[config.mk]
export PLATFORM = sky130hd
export DESIGN_NAME = m_fetch_unit
export DESIGN_NICKNAME = d
export VERILOG_FILES = /design/src/rtl/m_cpu_pkg.sv /design/src/rtl/m_fetch_fifo.sv /design/src/rtl/m_fetch_unit_chk.sv /design/src/rtl/m_fetch_unit.sv
export SDC_FILE = /design/constraint.sdc
export NUM_CORES = 1
export LEC_CHECK = 0
export BUFFER_PORTS_ARGS = -buffer_cell sky130_fd_sc_hd__buf_4
export CELL_PAD_IN_SITES_DETAIL_PLACEMENT = 0
export CELL_PAD_IN_SITES_GLOBAL_PLACEMENT = 2
export CORE_ASPECT_RATIO = 2
export CORE_MARGIN = 2
export CORE_UTILIZATION = 38
export CTS_CLUSTER_SIZE = 30
export DETAILED_ROUTE_END_ITERATION = 16
export GPL_TIMING_DRIVEN = 1
export PLACE_DENSITY_LB_ADDON = 0.1
export RECOVER_POWER = 25
export SLEW_MARGIN = 20
export SYNTH_ARGS = -nofsm -noshare
export SYNTH_HDL_FRONTEND = slang
export SYNTH_HIERARCHICAL = 1
export SYNTH_SLANG_ARGS = --single-unit
[constraint.sdc]
create_clock -name w_clk -period 3.4 [get_ports w_clk]
set_input_delay 0.34 -clock w_clk [delete_from_list [all_inputs] [get_ports w_clk]]
set_output_delay 0.34 -clock w_clk [all_outputs]
set_load 0.03 [all_outputs]
[src/rtl/m_cpu_pkg.sv]
// Shared CPU front-end constants and PC helpers.
package m_cpu_pkg;

  localparam int unsigned       XLEN             = 32;
  localparam logic [XLEN-1:0]   RESET_PC_DEFAULT = 32'h0000_0000;
  localparam logic [XLEN-1:0]   INST_BYTES       = 32'd4;

  function automatic logic [XLEN-1:0] align_pc(input logic [XLEN-1:0] pc);
    return {pc[XLEN-1:2], 2'b00};
  endfunction

  function automatic logic [XLEN-1:0] next_pc(input logic [XLEN-1:0] pc);
    return pc + INST_BYTES;
  endfunction

endpackage

[src/rtl/m_fetch_fifo.sv]
// In-order {pc, inst} queue between fetch and decode; flush wins over push/pop,
// data output reads as zero while empty.
module m_fetch_fifo #(
  parameter int unsigned DEPTH = 4,
  parameter int unsigned WIDTH = 64
) (
  input  logic                     clk_i,
  input  logic                     rst_ni,
  input  logic                     flush_i,
  input  logic                     push_i,
  input  logic [WIDTH-1:0]         data_i,
  input  logic                     pop_i,
  output logic                     valid_o,
  output logic [WIDTH-1:0]         data_o,
  output logic [$clog2(DEPTH):0]   count_o
);

  localparam int unsigned PW = $clog2(DEPTH);
  localparam int unsigned CW = PW + 1;

  logic [WIDTH-1:0] mem_q [DEPTH];
  logic [PW-1:0]    wr_ptr_q, wr_ptr_d;
  logic [PW-1:0]    rd_ptr_q, rd_ptr_d;
  logic [CW-1:0]    count_q, count_d;
  logic             pop_s;

  // Pointer and occupancy next-state.
  always_comb begin
    wr_ptr_d = wr_ptr_q;
    rd_ptr_d = rd_ptr_q;
    count_d  = count_q;
    pop_s    = pop_i && (count_q != '0);
    if (flush_i) begin
      wr_ptr_d = '0;
      rd_ptr_d = '0;
      count_d  = '0;
    end else begin
      if (push_i) begin
        wr_ptr_d = wr_ptr_q + PW'(1);
      end else begin
        wr_ptr_d = wr_ptr_q;
      end
      if (pop_s) begin
        rd_ptr_d = rd_ptr_q + PW'(1);
      end else begin
        rd_ptr_d = rd_ptr_q;
      end
      case ({push_i, pop_s})
        2'b10:   count_d = count_q + CW'(1);
        2'b01:   count_d = count_q - CW'(1);
        default: count_d = count_q;
      endcase
    end
  end

  // Control state register.
  always_ff @(posedge clk_i) begin
    if (!rst_ni) begin
      wr_ptr_q <= '0;
      rd_ptr_q <= '0;
      count_q  <= '0;
    end else begin
      wr_ptr_q <= wr_ptr_d;
      rd_ptr_q <= rd_ptr_d;
      count_q  <= count_d;
    end
  end

  // Storage needs no reset: entries are only visible once counted.
  always_ff @(posedge clk_i) begin
    if (push_i && !flush_i) begin
      mem_q[wr_ptr_q] <= data_i;
    end
  end

  assign valid_o = (count_q != '0);
  assign data_o  = valid_o ? mem_q[rd_ptr_q] : '0;
  assign count_o = count_q;

endmodule

[src/rtl/m_fetch_unit_chk.sv]
// Protocol checks on the instruction-memory handshake seen by the fetch unit.
module m_fetch_unit_chk #(
  parameter int unsigned CW = 3
) (
  input logic          clk_i,
  input logic          rst_ni,
  input logic          req_i,
  input logic          gnt_i,
  input logic          rvalid_i,
  input logic [CW-1:0] outst_i
);

  a_gnt_needs_req: assert property (@(posedge clk_i) disable iff (!rst_ni)
    gnt_i |-> req_i);

  a_rvalid_needs_outstanding: assert property (@(posedge clk_i) disable iff (!rst_ni)
    rvalid_i |-> (outst_i != '0));

endmodule

[src/rtl/m_fetch_unit.sv]
// Fetch stage: owns the fetch PC, issues credit-limited sequential requests,
// discards responses made stale by a redirect and queues the rest for decode.
module m_fetch_unit
  import m_cpu_pkg::*;
#(
  parameter logic [31:0] RESET_PC = RESET_PC_DEFAULT,
  parameter int unsigned DEPTH    = 4
) (
  input  logic        w_clk,
  input  logic        w_rst_n,
  output logic        w_imem_req,
  output logic [31:0] w_imem_addr,
  input  logic        w_imem_gnt,
  input  logic        w_imem_rvalid,
  input  logic [31:0] w_imem_rdata,
  input  logic        w_redirect,
  input  logic [31:0] w_redirect_pc,
  output logic        w_id_valid,
  output logic [31:0] w_id_inst,
  output logic [31:0] w_id_pc,
  input  logic        w_id_ready
);

  localparam int unsigned CW = $clog2(DEPTH) + 1;

  logic [31:0]   fetch_pc_q, fetch_pc_d;
  logic [31:0]   resp_pc_q, resp_pc_d;
  logic [CW-1:0] outst_q, outst_d;
  logic [CW-1:0] drop_q, drop_d;
  logic          active_q;

  logic [CW-1:0] fifo_count_s;
  logic [CW:0]   credit_used_s;
  logic          req_s;
  logic          fire_s;
  logic          keep_s;

  // Credits cover both in-flight and buffered work, so the queue cannot overflow.
  // active_q keeps req low for the first cycle after reset.
  assign credit_used_s = {1'b0, outst_q} + {1'b0, fifo_count_s};
  assign req_s  = active_q && !w_redirect && (credit_used_s < (CW+1)'(DEPTH));
  assign fire_s = req_s && w_imem_gnt;
  assign keep_s = w_imem_rvalid && (drop_q == '0) && !w_redirect;

  // PC, credit and stale-response bookkeeping.
  always_comb begin
    fetch_pc_d = fetch_pc_q;
    resp_pc_d  = resp_pc_q;
    outst_d    = outst_q;
    drop_d     = drop_q;
    if (w_redirect) begin
      fetch_pc_d = align_pc(w_redirect_pc);
      resp_pc_d  = align_pc(w_redirect_pc);
      outst_d    = outst_q - CW'(w_imem_rvalid);
      drop_d     = outst_q - CW'(w_imem_rvalid);
    end else begin
      outst_d = outst_q + CW'(fire_s) - CW'(w_imem_rvalid);
      if (fire_s) begin
        fetch_pc_d = next_pc(fetch_pc_q);
      end else begin
        fetch_pc_d = fetch_pc_q;
      end
      if (w_imem_rvalid && (drop_q != '0)) begin
        drop_d = drop_q - CW'(1);
      end else begin
        drop_d = drop_q;
      end
      if (keep_s) begin
        resp_pc_d = next_pc(resp_pc_q);
      end else begin
        resp_pc_d = resp_pc_q;
      end
    end
  end

  // Fetch state register.
  always_ff @(posedge w_clk) begin
    if (!w_rst_n) begin
      fetch_pc_q <= RESET_PC;
      resp_pc_q  <= RESET_PC;
      outst_q    <= '0;
      drop_q     <= '0;
      active_q   <= 1'b0;
    end else begin
      fetch_pc_q <= fetch_pc_d;
      resp_pc_q  <= resp_pc_d;
      outst_q    <= outst_d;
      drop_q     <= drop_d;
      active_q   <= 1'b1;
    end
  end

  m_fetch_fifo #(
    .DEPTH (DEPTH),
    .WIDTH (64)
  ) u_fifo (
    .clk_i   (w_clk),
    .rst_ni  (w_rst_n),
    .flush_i (w_redirect),
    .push_i  (keep_s),
    .data_i  ({resp_pc_q, w_imem_rdata}),
    .pop_i   (w_id_ready && !w_redirect),
    .valid_o (w_id_valid),
    .data_o  ({w_id_pc, w_id_inst}),
    .count_o (fifo_count_s)
  );

  m_fetch_unit_chk #(
    .CW (CW)
  ) u_chk (
    .clk_i    (w_clk),
    .rst_ni   (w_rst_n),
    .req_i    (req_s),
    .gnt_i    (w_imem_gnt),
    .rvalid_i (w_imem_rvalid),
    .outst_i  (outst_q)
  );

  assign w_imem_req  = req_s;
  assign w_imem_addr = fetch_pc_q;

endmodule

==> flow_results.org, run 1 <==
** Power and ir drop
- Switching share of power :: 22.17%
- Peak supply drop :: 0.3165 mV
- Power spread over the standard cell area amounts to 498.5 nW/um^2.
- The analysis attributes to cell leakage a power of 5.825 nW.
- Cell-internal power :: 6.578 mW
- Fraction of power consumed by the clock network :: 38.7%
- Of the total power, combinational logic draws 7.2%.
- In this run the power spent charging and discharging nets is 1.874 mW.
- Sequential group share of total power :: 54.0%

** Yosys
- Post-synthesis instance area :: 13910 sq um
- Warnings, synthesis :: 6
- Mapped Cells :: 917
- In the synthesized netlist the async set-or-reset flop fraction comes to 0%.
- In this run, synthesis produced a sequential element count of 332.
- The average instance in the mapped netlist occupies 15.17 sq um.
- Count of different cell masters after synthesis :: 62
- The share of the Yosys chip area taken by registers is 66.18%.
- The synthesized design contains 256 enable-type register cells.
- Primary flip-flop cell chosen by synthesis mapping :: sky130_fd_sc_hd__edfxtp_1

** Floorplan
- Die Area :: 38260 sq um
- Die Y :: 274.6 um
- After floorplanning, the core was divided into 99 placement rows.
- For this configuration, the core starts out at a cell density of 38.34%.
- Die boundary width :: 139.3 um
- Core Box Area :: 36290 sq um
- Top-Level Pins :: 168

** Route
- Met1 wire length :: 12210 um
- Total detailed-routing wirelength :: 31260 um
- For this run, the detailed router's first-pass iteration total came to 5.
- For this block, the via count after detailed routing is 8291.
- Detailed routing placed a total of 1116 um of wire on met3.
- Met2 Routed Length :: 17130 um
- Initial detailed-routing violation count :: 375
- Routed via count divided by cell count :: 5.166
- In the final routed layout, each cell accounts on average for 19.48 um.
- In this run the remaining antenna-violating nets after routing total 0.
- For this run, design rule violations remaining after detail routing come to 0.
- Top routing layer in use :: met4

** Clocking
- CTS saw 332 sinks.
- Cell at the root of the clock tree :: sky130_fd_sc_hd__clkbuf_16
- TritonCTS created 29 clock buffers.
- After clock tree synthesis, the clock-pin slew on the worst setup and hold paths is 0.07 ns.
- Post-CTS repair changed the size of 0 cells.
- CTS tree :: yes
- Clock insertion delay at the later pin of the skew report :: 0.54 ns
- Htree depth :: 1
- Counting along the longest clock path gives a buffer depth of 3.

** STA
- Setup violations remaining at the end of the flow were counted as 0.
- Summed over all failing endpoints, the final setup total negative slack is 0 ns.
- Final Cycle Share :: 83.43%
- Highest clock rate :: 352.5 MHz
- Final hold viol count :: 0
- Relative slew slack :: 2.230%
- The smallest clock period supported by the final layout is computed as 2.837 ns.
- The number of pins with negative max-slew slack in the final report came to 0.
- Setup repair after global routing left no endpoint under its margin.
- Worst clock skew :: 0.01061 ns
- At the pin with the least slew margin, the transition time is 1.467 ns.

** Worst setup path
- Critical path required time :: 3.06 ns
- Worst Reg-to-Reg Cells :: 12
- The critical path goes through buf_4, mux4_2, and2_1, buf_4.
- Data arrives at the worst endpoint at 2.50 ns.
- Cell mode on critical path :: sky130_fd_sc_hd__buf_4
- The setup check on the worst reg-to-reg path leaves a slack of 0.61 ns.
- Worst Setup End Kind :: output port
- End point of the critical path :: w_id_inst[11]
- The endpoint identified for the worst register-to-register timing path is outst_q[2].
- Startpoint of the lowest-slack register-to-register path :: u_fifo/count_o[2]
- STA classifies the critical path startpoint as a flop.
- The critical path runs through a total of 4 cells.
- CP max stage delay :: 0.66 ns
- Together, buffers and inverters on the worst path number 2.
- Type of the setup path with the least slack :: reg -> out
- Family with the most delay on the worst path :: flip-flops
- Maximum fanout along the worst path :: 22
- Critical-path top delay cell :: sky130_fd_sc_hd__dfxtp_4

** Place
- RePlAce Congestion :: 0.7396
- Input/output buffers :: 163
- After legalization and detailed placement, the total HPWL measured 20640 um.
- The number of placed instances, taps included, is 1520.

** Cells and area
- In the final layout, the multi-input gates occupy 4362 sq um.
- Number of diodes :: 0
- Most common cell after layout, fill and taps aside :: sky130_fd_sc_hd__edfxtp_1
- From synthesis to final layout, the design area changed by 21.84%.
- Ratio of cells with drive above 1 in the final layout :: 25.54%
- The net count of the finished layout is 1216.
- The sequential cells in the finished layout cover a total of 9214 sq um.
- Fill cell count :: 3293
- Commonest cells after routing, fill and taps aside :: sky130_fd_sc_hd__edfxtp_1, sky130_fd_sc_hd__buf_4, sky130_fd_sc_hd__dfxtp_1
- Non-filler cells in the finished layout :: 1605

** Run
- Max Cap Viol :: 0

** Global route
- Vias in the first global route :: 8776
- The total overflow left after global routing is 0.
- Initial antenna violation count :: 0
- The first global-routing pass estimated 49210 um of wire.
- Entering global routing, the biggest net connects 77 pins.
- Global routing consumed, over all layers together, 16.34% of the routing resources.

** Outcome
- The run finished with clean final reports.

** Hold path
- Startpoint of the lowest-slack hold path :: w_redirect_pc[2]
- Class of the tightest hold or removal check :: in -> reg
-- layout make-up --
cell class | instances | share of cell area [%]
Clock inverter | 15 | 0.9815
Multi-Input combinational cell | 522 | 25.73
Timing Repair Buffer | 223 | 10.53
Tap cell | 454 | 3.351
Sequential cell | 332 | 54.35
Clock buffer | 38 | 4.598
Inverter | 21 | 0.4649
-- stage by stage --
step / area [sq um] / power, mW / hold WS (ns) / util, % / setup WS, ns
floorplan: 13950 / 4.986 / 0.3677 / - / 0.02491
global placement: 15780 / 5.251 / 0.4858 / 43.48 / 0.6271
CTS: 17050 / 8.587 / 0.03290 / 46.97 / 0.4467
global route: 16950 / 8.786 / 0.03317 / 46.71 / 0.3409
finish: 16950 / 8.451 / 0.04931 / 46.71 / 0.5633
detailed placement: 15780 / 5.261 / 0.4890 / 43.48 / 0.6050
-- power groups by stage --
| stage | clock [mW] | combinational, mW | sequential [mW] |
|---|---|---|---|
| CTS | 3.38 | 0.638 | 4.57 |
| floorplan | 0 | 0.320 | 4.67 |
| detailed placement | 0 | 0.605 | 4.66 |
| finish | 3.27 | 0.612 | 4.57 |
| global route | 3.53 | 0.676 | 4.58 |
| global placement | 0 | 0.600 | 4.65 |
-- worst min path at each step --
stage	end	slack, ns	cells after the start
finish	resp_pc_q[2]	0.05	2
global placement	w_imem_addr[31]	0.49	2
global route	resp_pc_q[2]	0.03	2
floorplan	active_q	0.37	0
detailed placement	w_imem_addr[31]	0.49	2
CTS	resp_pc_q[2]	0.03	2
-- logic make-up (layout without fill, tap and decap cells) --
| group | after synthesis | after routing | share of synthesized area, % |
|---|---|---|---|
| AO/OA/AOI/OAI | 141 | 141 | 5.908 |
| XOR/XNOR | 41 | 41 | 2.581 |
| adder cells (fa/ha/maj) | 17 | 17 | 1.637 |
| buffers and inverters | 72 | 297 | 2.832 |
| flip-flops | 332 | 332 | 66.18 |
| multiplexers | 68 | 68 | 10.77 |
| other | 1 | 10 | 0.02695 |
| AND/OR/NAND/NOR | 245 | 245 | 10.06 |
-- state kept, by name, summed over array words and instances (netlist names), named ones only --
register	count
active_q	1
w_imem_addr	30
resp_pc_q	30
drop_q	3
u_fifo/count_o	3
u_fifo/mem_q	256
u_fifo/rd_ptr_q	2
u_fifo/wr_ptr_q	2
outst_q	3
-- layer usage --
metal / vias up / GRT usage (%)
met2: 201 / 31.55
met1: 4119 / 18.70
met5: - / 0
met4: 0 / 5.343
li1: 3927 / -
met3: 44 / 1.723
-- Yosys cell counts, drive strengths merged (3+ instances only) --
library cell | number | area (sq um)
a211oi | 5 | 37.54
a21oi | 54 | 270.3
a2bb2oi | 3 | 26.28
a31oi | 15 | 93.84
a32oi | 3 | 26.28
a41oi | 4 | 35.03
and2 | 74 | 463.0
and3 | 9 | 56.30
and4 | 5 | 43.79
buf | 20 | 197.7
clkbuf | 31 | 117.6
dfxtp | 76 | 1521
edfxtp | 256 | 7687
ha | 15 | 187.7
inv | 21 | 78.83
mux4 | 64 | 1456
nand2 | 46 | 175.2
nand2b | 3 | 18.77
nand3 | 24 | 137.6
nand4 | 20 | 137.6
nor2 | 29 | 108.9
nor2b | 3 | 18.77
nor3 | 9 | 45.04
nor4 | 5 | 58.80
o211ai | 3 | 22.52
o21ai | 42 | 210.2
or3 | 8 | 52.55
xnor2 | 13 | 113.9
xor2 | 28 | 245.2
-- timing repair --
item,CTS,global route
hold buffers,32,0
endpoints found under the hold margin,128,0
buffers inserted,0,0
Power figures use the tool's default switching activity.
==> inputs of run 2 (changes only) <==
--- a/config.mk
+++ b/config.mk
@@ -10,7 +10,7 @@
 export CELL_PAD_IN_SITES_GLOBAL_PLACEMENT = 2
 export CORE_ASPECT_RATIO = 2
 export CORE_MARGIN = 2
-export CORE_UTILIZATION = 38
+export CORE_UTILIZATION = 42
 export CTS_CLUSTER_SIZE = 30
 export DETAILED_ROUTE_END_ITERATION = 16
 export GPL_TIMING_DRIVEN = 1
==> constraint.sdc (replaced) <==
create_clock -name w_clk -period 2.85 [get_ports w_clk]
set_input_delay 0.285 -clock w_clk [delete_from_list [all_inputs] [get_ports w_clk]]
set_output_delay 0.285 -clock w_clk [all_outputs]
set_load 0.03 [all_outputs]
==> flow_results.org, run 2 (synthesis gave the netlist of run 1 again) <==
** Outcome
- Outcome :: completed

** Worst setup path
- Crit path launch type :: flop
- CP max stage delay :: 0.39 ns (-0.27 ns)
- Maximum fanout along the worst path :: 3 (-86%)
- Arr. time, crit path :: 3.11 ns (+0.61 ns)
- Among the stages of the critical path, the cell type that occurs most often is sky130_fd_sc_hd__ha_1.
- The startpoint identified for the worst register-to-register timing path is outst_q[2].
- R2r endpoint :: outst_q[2]
- The signal on the critical path passes through ha_1, nor4b_4, and4_1, inv_1, ha_1, inv_1, ha_1, fa_1, xor2_1, o21ai_1, xnor2_1, nor2_1.
- Worst Setup End Kind :: flop
- Worst Reg-to-Reg Cells :: 12 (unchanged)
- Critical-path top delay cell :: sky130_fd_sc_hd__fa_1
- Critical Path Start :: outst_q[2]
- Critical path required time :: 3.27 ns (+0.21 ns)
- The critical path in this run is classified as reg -> reg.
- The setup slack of the most critical reg-to-reg path came to 0.16 ns (-0.45 ns).

** Global route
- Initial antenna violation count :: 0 (unchanged)
- Overall fraction of global-route tracks in use :: 17.75% (+1.4 points)
- The overall overflow remaining after global route is 0 (unchanged).
- The wire length of the first global-routing pass came to 48150 um (-2.2%).
- The largest net degree at the start of global routing was 77 (unchanged).
- Vias in the first global route :: 8726 (-0.57%)

** Floorplan
- Number of core rows :: 94 (-5.1%)
- Die Area :: 34690 sq um (-9.3%)
- Core Box Area :: 32810 sq um (-9.6%)
- Initial core utilization :: 42.40% (+4.1 points)
- Die Y :: 261.4 um (-4.8%)
- Die boundary width :: 132.7 um (-4.7%)
- The top-level port count is 168 (unchanged).

** Route
- The starting DRC count in detailed routing came to 469 (+25%).
- The final routed wire length divided by cell count was 19.19 um (-1.5%).
- Remaining routing DRC violations :: 0 (unchanged)
- DRT Pass-1 Iters :: 5 (unchanged)
- The routed via count was 8382 (+1.1%).
- Routed via count divided by cell count :: 5.219 (+1.0%)
- The detailed-route wire length was 30820 um (-1.4%).
- The post-route antenna net violation count came to 0 (unchanged).

** Cells and area
- Most flop-heavy register :: u_fifo/mem_q
- The final core utilization came to 52.26% (+5.5 points).
- The number of diodes added for antenna fixing came to 0 (unchanged).
- The final layout net count came to 1239 (+1.9%).
- Ratio of cells with drive above 1 in the final layout :: 24.96% (-0.59 points)
- The library cell used most frequently in the layout, excluding fill and tap cells, is sky130_fd_sc_hd__edfxtp_1.
- The top cell types in the final layout, fill and taps aside, are sky130_fd_sc_hd__edfxtp_1, sky130_fd_sc_hd__buf_4, sky130_fd_sc_hd__dfxtp_1.
- The flip-flop count of the largest register after layout came to 256 (unchanged).
- Layout overhead on the synthesized area :: 23.24%

** Place
- The HPWL after detailed placement came to 19930 um (-3.5%).
- Pre-CTS worst setup slack :: 0.1330 ns (-0.4720 ns)
- Input/output buffers :: 163 (unchanged)
- RePlAce Congestion :: 0.7627 (+3.1%)

** Power and ir drop
- The maximum ir drop on the vdd rail came to 0.4131 mV (+31%).
- Static Leakage :: 5.917 nW (+1.6%)
- Power density normalized to cell area :: 596.6 nW/um^2 (+20%)

** Clocking
- Clock transition time at the flip-flop clock pins of the worst setup and hold paths :: 0.07 ns (about the same)
- The clock tree buffer depth came to 3 (unchanged).
- # clock sinks :: 332 (unchanged)
- Clock insertion delay at the later pin of the skew report :: 0.57 ns (+0.03 ns)
- CTS tree :: yes
- Cell at the root of the clock tree :: sky130_fd_sc_hd__clkbuf_16
- The H-tree depth is 1 (unchanged).
- The number of buffers added by the clock tree synthesis step came to 29 (unchanged).

** STA
- The final-report hold violation count was 0 (unchanged).
- Sum of negative setup slack :: 0 ns (unchanged)
- Worst path setup slack after routing :: 0.1637 ns (-0.3996 ns)
- Highest clock rate :: 372.3 MHz
- Relative slew slack :: 3.995% (+1.8 points)
- The transition time at the pin with the least slew margin is 1.440 ns (-0.02647 ns).
- The number of setup violations in the final report is 0 (unchanged).
- Worst clock skew :: 0.01818 ns (+0.007567 ns)
- For the finished layout, the period the worst path requires is 2.686 ns.
- Setup repair after global routing missed its margin :: false
- Final Cycle Share :: 94.26%
- Number of max-slew violations in the final report :: 0 (unchanged)

** Hold path
- Hold-critical path depth :: 3 (+1)
- Endpoint of the worst hold-timing path :: resp_pc_q[24]
- The path class of the tightest hold or removal check is in -> reg.
- Startpoint of the lowest-slack hold path :: w_redirect_pc[24]

** Run
- The number of violations of the max-capacitance limit is 0 (unchanged).
## run 2: routing by layer
metal	wire [um]	up-vias	global-route usage, %
met1	12330	4186	20.54
met2	16910	177	34.43
li1	-	3974	-
met5	0	-	0
met3	1016	45	1.820
met4	567	0	5.078
## run 2: worst max path at each step
stage,end,slack (ns),cells past startpoint
global route,outst_q[2],0.008,12
finish,outst_q[2],0.16,12
global placement,outst_q[2],0.13,12
detailed placement,outst_q[2],0.13,12
CTS,w_id_inst[1],0.07,4
floorplan,outst_q[2],0.002,14
## run 2: cell type report
cell class / instances / area, sq um
inverters: 21 / 78.83
well taps: 432 / 540.5
multi-input cells: 522 / 4369
flip-flops and latches: 332 / 9215
clock inverters: 14 / 180.2
fillers: 2842 / 15670
clock buffers: 39 / 783.3
repair buffers: 246 / 1981
## run 2: stage by stage
stage / power (mW) / std cells / instance area, sq um / hold WS, ns
after detailed placement: 6.281 / 1502 / 15780 / 0.4873
after CTS: 10.37 / 1603 / 17230 / 0.001094
after global routing: 10.59 / 1606 / 17150 / 0.01059
after global placement: 6.269 / 1502 / 15780 / 0.4854
after floorplan: 5.951 / 926 / 13970 / 0.3127
final: 10.23 / 1606 / 17150 / 0.02533
## run 2: critical path, delay by kind of cell, from the launching register on
family                   cells  cell delay, ns
AND/OR/NAND/NOR              3            0.52
XOR/XNOR                     2            0.29
buffers and inverters        2            0.10
adder cells (fa/ha/maj)      4            1.17
flip-flops                   1            0.35
AO/OA/AOI/OAI                1            0.14
## run 2: power breakdown
part / switching [mW] / total [mW] / internal (mW)
clock: 1.74 / 4.03 / 2.29
combinational: 0.421 / 0.754 / 0.334
sequential: 0.121 / 5.45 / 5.33
total: 2.28 / 10.2 / 7.95
## run 2: repair_timing
action,in CTS,in global routing
setup buffers,0,3
resized for setup,0,2
hold buffers,48,0
setup endpoints to repair,0,2
hold endpoints to repair,152,0
==> inputs of run 3 (changes only) <==
--- a/config.mk
+++ b/config.mk
@@ -14,7 +14,7 @@
 export CTS_CLUSTER_SIZE = 30
 export DETAILED_ROUTE_END_ITERATION = 16
 export GPL_TIMING_DRIVEN = 1
-export PLACE_DENSITY_LB_ADDON = 0.1
+export PLACE_DENSITY_LB_ADDON = 0.05
 export RECOVER_POWER = 25
 export SLEW_MARGIN = 20
 export SYNTH_ARGS = -nofsm -noshare
==> flow_results.org, run 3 (synthesis gave the netlist of run 1 again) <==
** Cells and area
- Fraction of the core area covered by cells at the end of the flow :: 51.72% (-0.54 points)
- Relative to the synthesized area, the layout overhead comes to 21.97%.
- Number of diodes :: 0 (unchanged)
- Most common cell after layout, fill and taps aside :: sky130_fd_sc_hd__edfxtp_1
- Ratio of cells with drive above 1 in the final layout :: 24.83% (-0.13 points)
- Flip-flop count of the largest register after layout :: 256 (unchanged)
- u_fifo/mem_q holds more flip-flops than any other register.
- Commonest cells after routing, fill and taps aside :: sky130_fd_sc_hd__edfxtp_1, sky130_fd_sc_hd__buf_4, sky130_fd_sc_hd__dfxtp_1
- The final layout net count came to 1225 (-1.1%).

** Global route
- The overall global routing resource usage was 17.53% (-0.22 points).
- Sum of overflow across all layers after global routing :: 0 (unchanged)
- Wire length of the first global-routing pass :: 47490 um (-1.4%)
- The number of antenna violations at the first check in global routing was 0 (unchanged).
- The largest net degree at the start of global routing came to 77 (unchanged).
- The via count of the first global-routing pass came to 8639 (-1.0%).

** Clocking
- Maximum clock path buffer count :: 3 (unchanged)
- The clock latency on the worst-skew pair is 0.55 ns (-0.02 ns).
- Htree depth :: 1 (unchanged)
- The clock transition time at the flip-flop clock pins of the worst setup and hold paths came to 0.07 ns (about the same).
- Clock tree synthesis selected as its root buffer the cell sky130_fd_sc_hd__clkbuf_16.
- CTS tree :: yes
- CTS buffer count :: 29 (unchanged)
- # clock sinks :: 332 (unchanged)

** Power and ir drop
- Switching share of power :: 21.93% (-0.33 points)
- The design internal power came to 7.839 mW (-1.4%).
- The part of the power in combinational logic came to 7.3% (about the same).
- The switching power was 2.202 mW (-3.3%).
- The cell area power density came to 591.6 nW/um^2 (-0.83%).
- The static leakage came to 5.849 nW (-1.2%).
- Peak supply drop :: 0.4223 mV (+2.2%)
- The part of the power in the clock network came to 38.4% (-1.0 points).
- The sequential share of power came to 54.2% (+1.0 points).

** Place
- RePlAce Congestion :: 0.7808 (+2.4%)
- HPWL after detailed placement :: 19650 um (-1.4%)
- The number of input and output port buffers inserted came to 163 (unchanged).

** Route
- Vias post-DR :: 8333 (-0.58%)
- The number of detailed-routing iterations run before antenna repair came to 5 (unchanged).
- The detailed-route wire length came to 30330 um (-1.6%).
- Remaining routing DRC violations :: 0 (unchanged)
- Initial detailed-routing violation count :: 438 (-6.6%)
- The via density per instance is 5.234 (+0.29%).
- The final routed wire length divided by cell count is 19.05 um (-0.74%).
- Number of nets with antenna violations after routing :: 0 (unchanged)

** Hold path
- Class of the tightest hold or removal check :: in -> reg
- Hold-critical path depth :: 3 (unchanged)
- Startpoint of the lowest-slack hold path :: w_redirect_pc[13]

** STA
- Worst Tran Pin Value :: 1.416 ns (-0.02364 ns)
- The number of setup violations in the final report is 0 (unchanged).
- Relative slew slack :: 5.571% (+1.6 points)
- Crit path time final :: 2.639 ns (-0.04684 ns)
- The ratio of final minimum period to clock period came to 92.61% (-1.6 points).
- Worst clock skew :: 0.01624 ns (-0.001940 ns)
- The number of pins with negative max-slew slack in the final report is 0 (unchanged).
- The achievable frequency came to 378.9 MHz (+1.8%).
- The final-report hold violation count came to 0 (unchanged).
- The worst hold-check slack is 0.02236 ns (-0.002962 ns).
- Sum of negative setup slack :: 0 ns (unchanged)
- Setup repair after global routing left no endpoint under its margin.

** Outcome
- Outcome :: completed

** Worst setup path
- The maximum fanout encountered on the critical timing path is 3 (unchanged).
- The number of buffer and inverter instances along the worst setup path is 2 (unchanged).
- STA classifies the critical path startpoint as a flop.
- Critical path required time :: 3.28 ns (about the same)
- The critical path in this run is classified as reg -> reg.
- Worst Setup End Kind :: flop
- The largest stage delay on the critical path is 0.38 ns (about the same).
- In this design, the critical path's most frequently occurring cell is sky130_fd_sc_hd__ha_1.
- The critical path goes through ha_1, nor4b_2, and4_1, inv_1, ha_1, inv_1, ha_1, fa_1, xor2_1, o21ai_1, xnor2_1, nor2_1.
- Among all stages on the critical path, the largest delay is contributed by sky130_fd_sc_hd__fa_1.
- The arrival time at the worst endpoint was 3.07 ns (-0.04 ns).
- The number of gates on the worst path with buffers counted is 12 (unchanged).
- Family with the most delay on the worst path :: adder cells
- The setup slack of the most critical reg-to-reg path is 0.21 ns (+0.05 ns).
- The cell count of the worst reg-to-reg path was 12 (unchanged).
- Tracing the worst setup path back leads to its startpoint at outst_q[2].
- In this run the critical register-to-register path is launched from outst_q[2].

** Floorplan
- The standard-cell row count is 94 (unchanged).
- Die boundary width :: 132.7 um (unchanged)
- The area of the die is 34690 sq um (unchanged).
- Die Y :: 261.4 um (unchanged)
- Core Box Area :: 32810 sq um (unchanged)
- The effective utilization at floorplan came to 42.40% (unchanged).
- The top-level port count came to 168 (unchanged).

** Run
- Max Cap Viol :: 0 (unchanged)
[run 3: cell types whose count changed in the layout (fill, tap and decap cells not counted), moves of 3 or more]
cell                            change
sky130_fd_sc_hd__dlygate4sd3_1      -8
sky130_fd_sc_hd__buf_4              -3
sky130_fd_sc_hd__clkinv_2           +4
sky130_fd_sc_hd__clkinv_1           +3
sky130_fd_sc_hd__clkbuf_1           -4
[run 3: worst register-to-register path: stages, from the launching register on]
cell                      delay [ns]
sky130_fd_sc_hd__dfxtp_1        0.34
sky130_fd_sc_hd__ha_1           0.31
sky130_fd_sc_hd__nor4b_2        0.23
sky130_fd_sc_hd__and4_1         0.24
sky130_fd_sc_hd__inv_1          0.06
sky130_fd_sc_hd__ha_1           0.26
sky130_fd_sc_hd__inv_1          0.04
sky130_fd_sc_hd__ha_1           0.18
sky130_fd_sc_hd__fa_1           0.38
sky130_fd_sc_hd__xor2_1         0.15
sky130_fd_sc_hd__o21ai_1        0.15
sky130_fd_sc_hd__xnor2_1        0.14
sky130_fd_sc_hd__nor2_1         0.05
[run 3: power groups by stage]
stage | clock (mW) | sequential [mW] | combinational [mW]
finish | 3.86 | 5.45 | 0.738
global route | 4.15 | 5.46 | 0.816
CTS | 3.98 | 5.45 | 0.773
detailed placement | 0 | 5.55 | 0.726
global placement | 0 | 5.55 | 0.716
floorplan | 0 | 5.57 | 0.385
[run 3: area by class of cell]
cell class | count | area, sq um
clock buffers | 37 | 775.7
clock inverters | 16 | 152.6
fillers | 2857 | 15840
inverters | 21 | 78.83
multi-input cells | 522 | 4358
flip-flops and latches | 332 | 9215
well taps | 432 | 540.5
repair buffers | 232 | 1851
[run 3: worst paths after layout]
| kind | end |
|---|---|
| min | w_imem_addr[13] |
| min reg2reg | w_imem_addr[31] |
| max reg2reg | outst_q[2] |
| max | outst_q[2] |
[run 3: what timing repair did]
item                                    4_1_cts  5_1_grt
hold endpoints to repair                    137        0
hold buffers                                 40        0
endpoints found under the setup margin        0        1
buffers inserted                              0        0
resized for setup                             0        1
[run 3: routing by layer]
metal,wire [um],track usage (%),vias up
li1,-,-,3940
met1,12000,20.33,4153
met2,16680,34.18,199
met3,1056,1.781,41
met4,590,4.540,0
met5,0,0,-
[run 3: stage by stage]
stage	std cells	setup slack (ns)	cell area, sq um	power, mW
after floorplan	926	0.001826	13970	5.951
after global placement	1499	0.2135	15760	6.263
final	1592	0.2105	16970	10.04
after CTS	1592	0.1615	17090	10.20
after global routing	1592	0.03079	16970	10.43
after detailed placement	1499	0.1821	15760	6.278
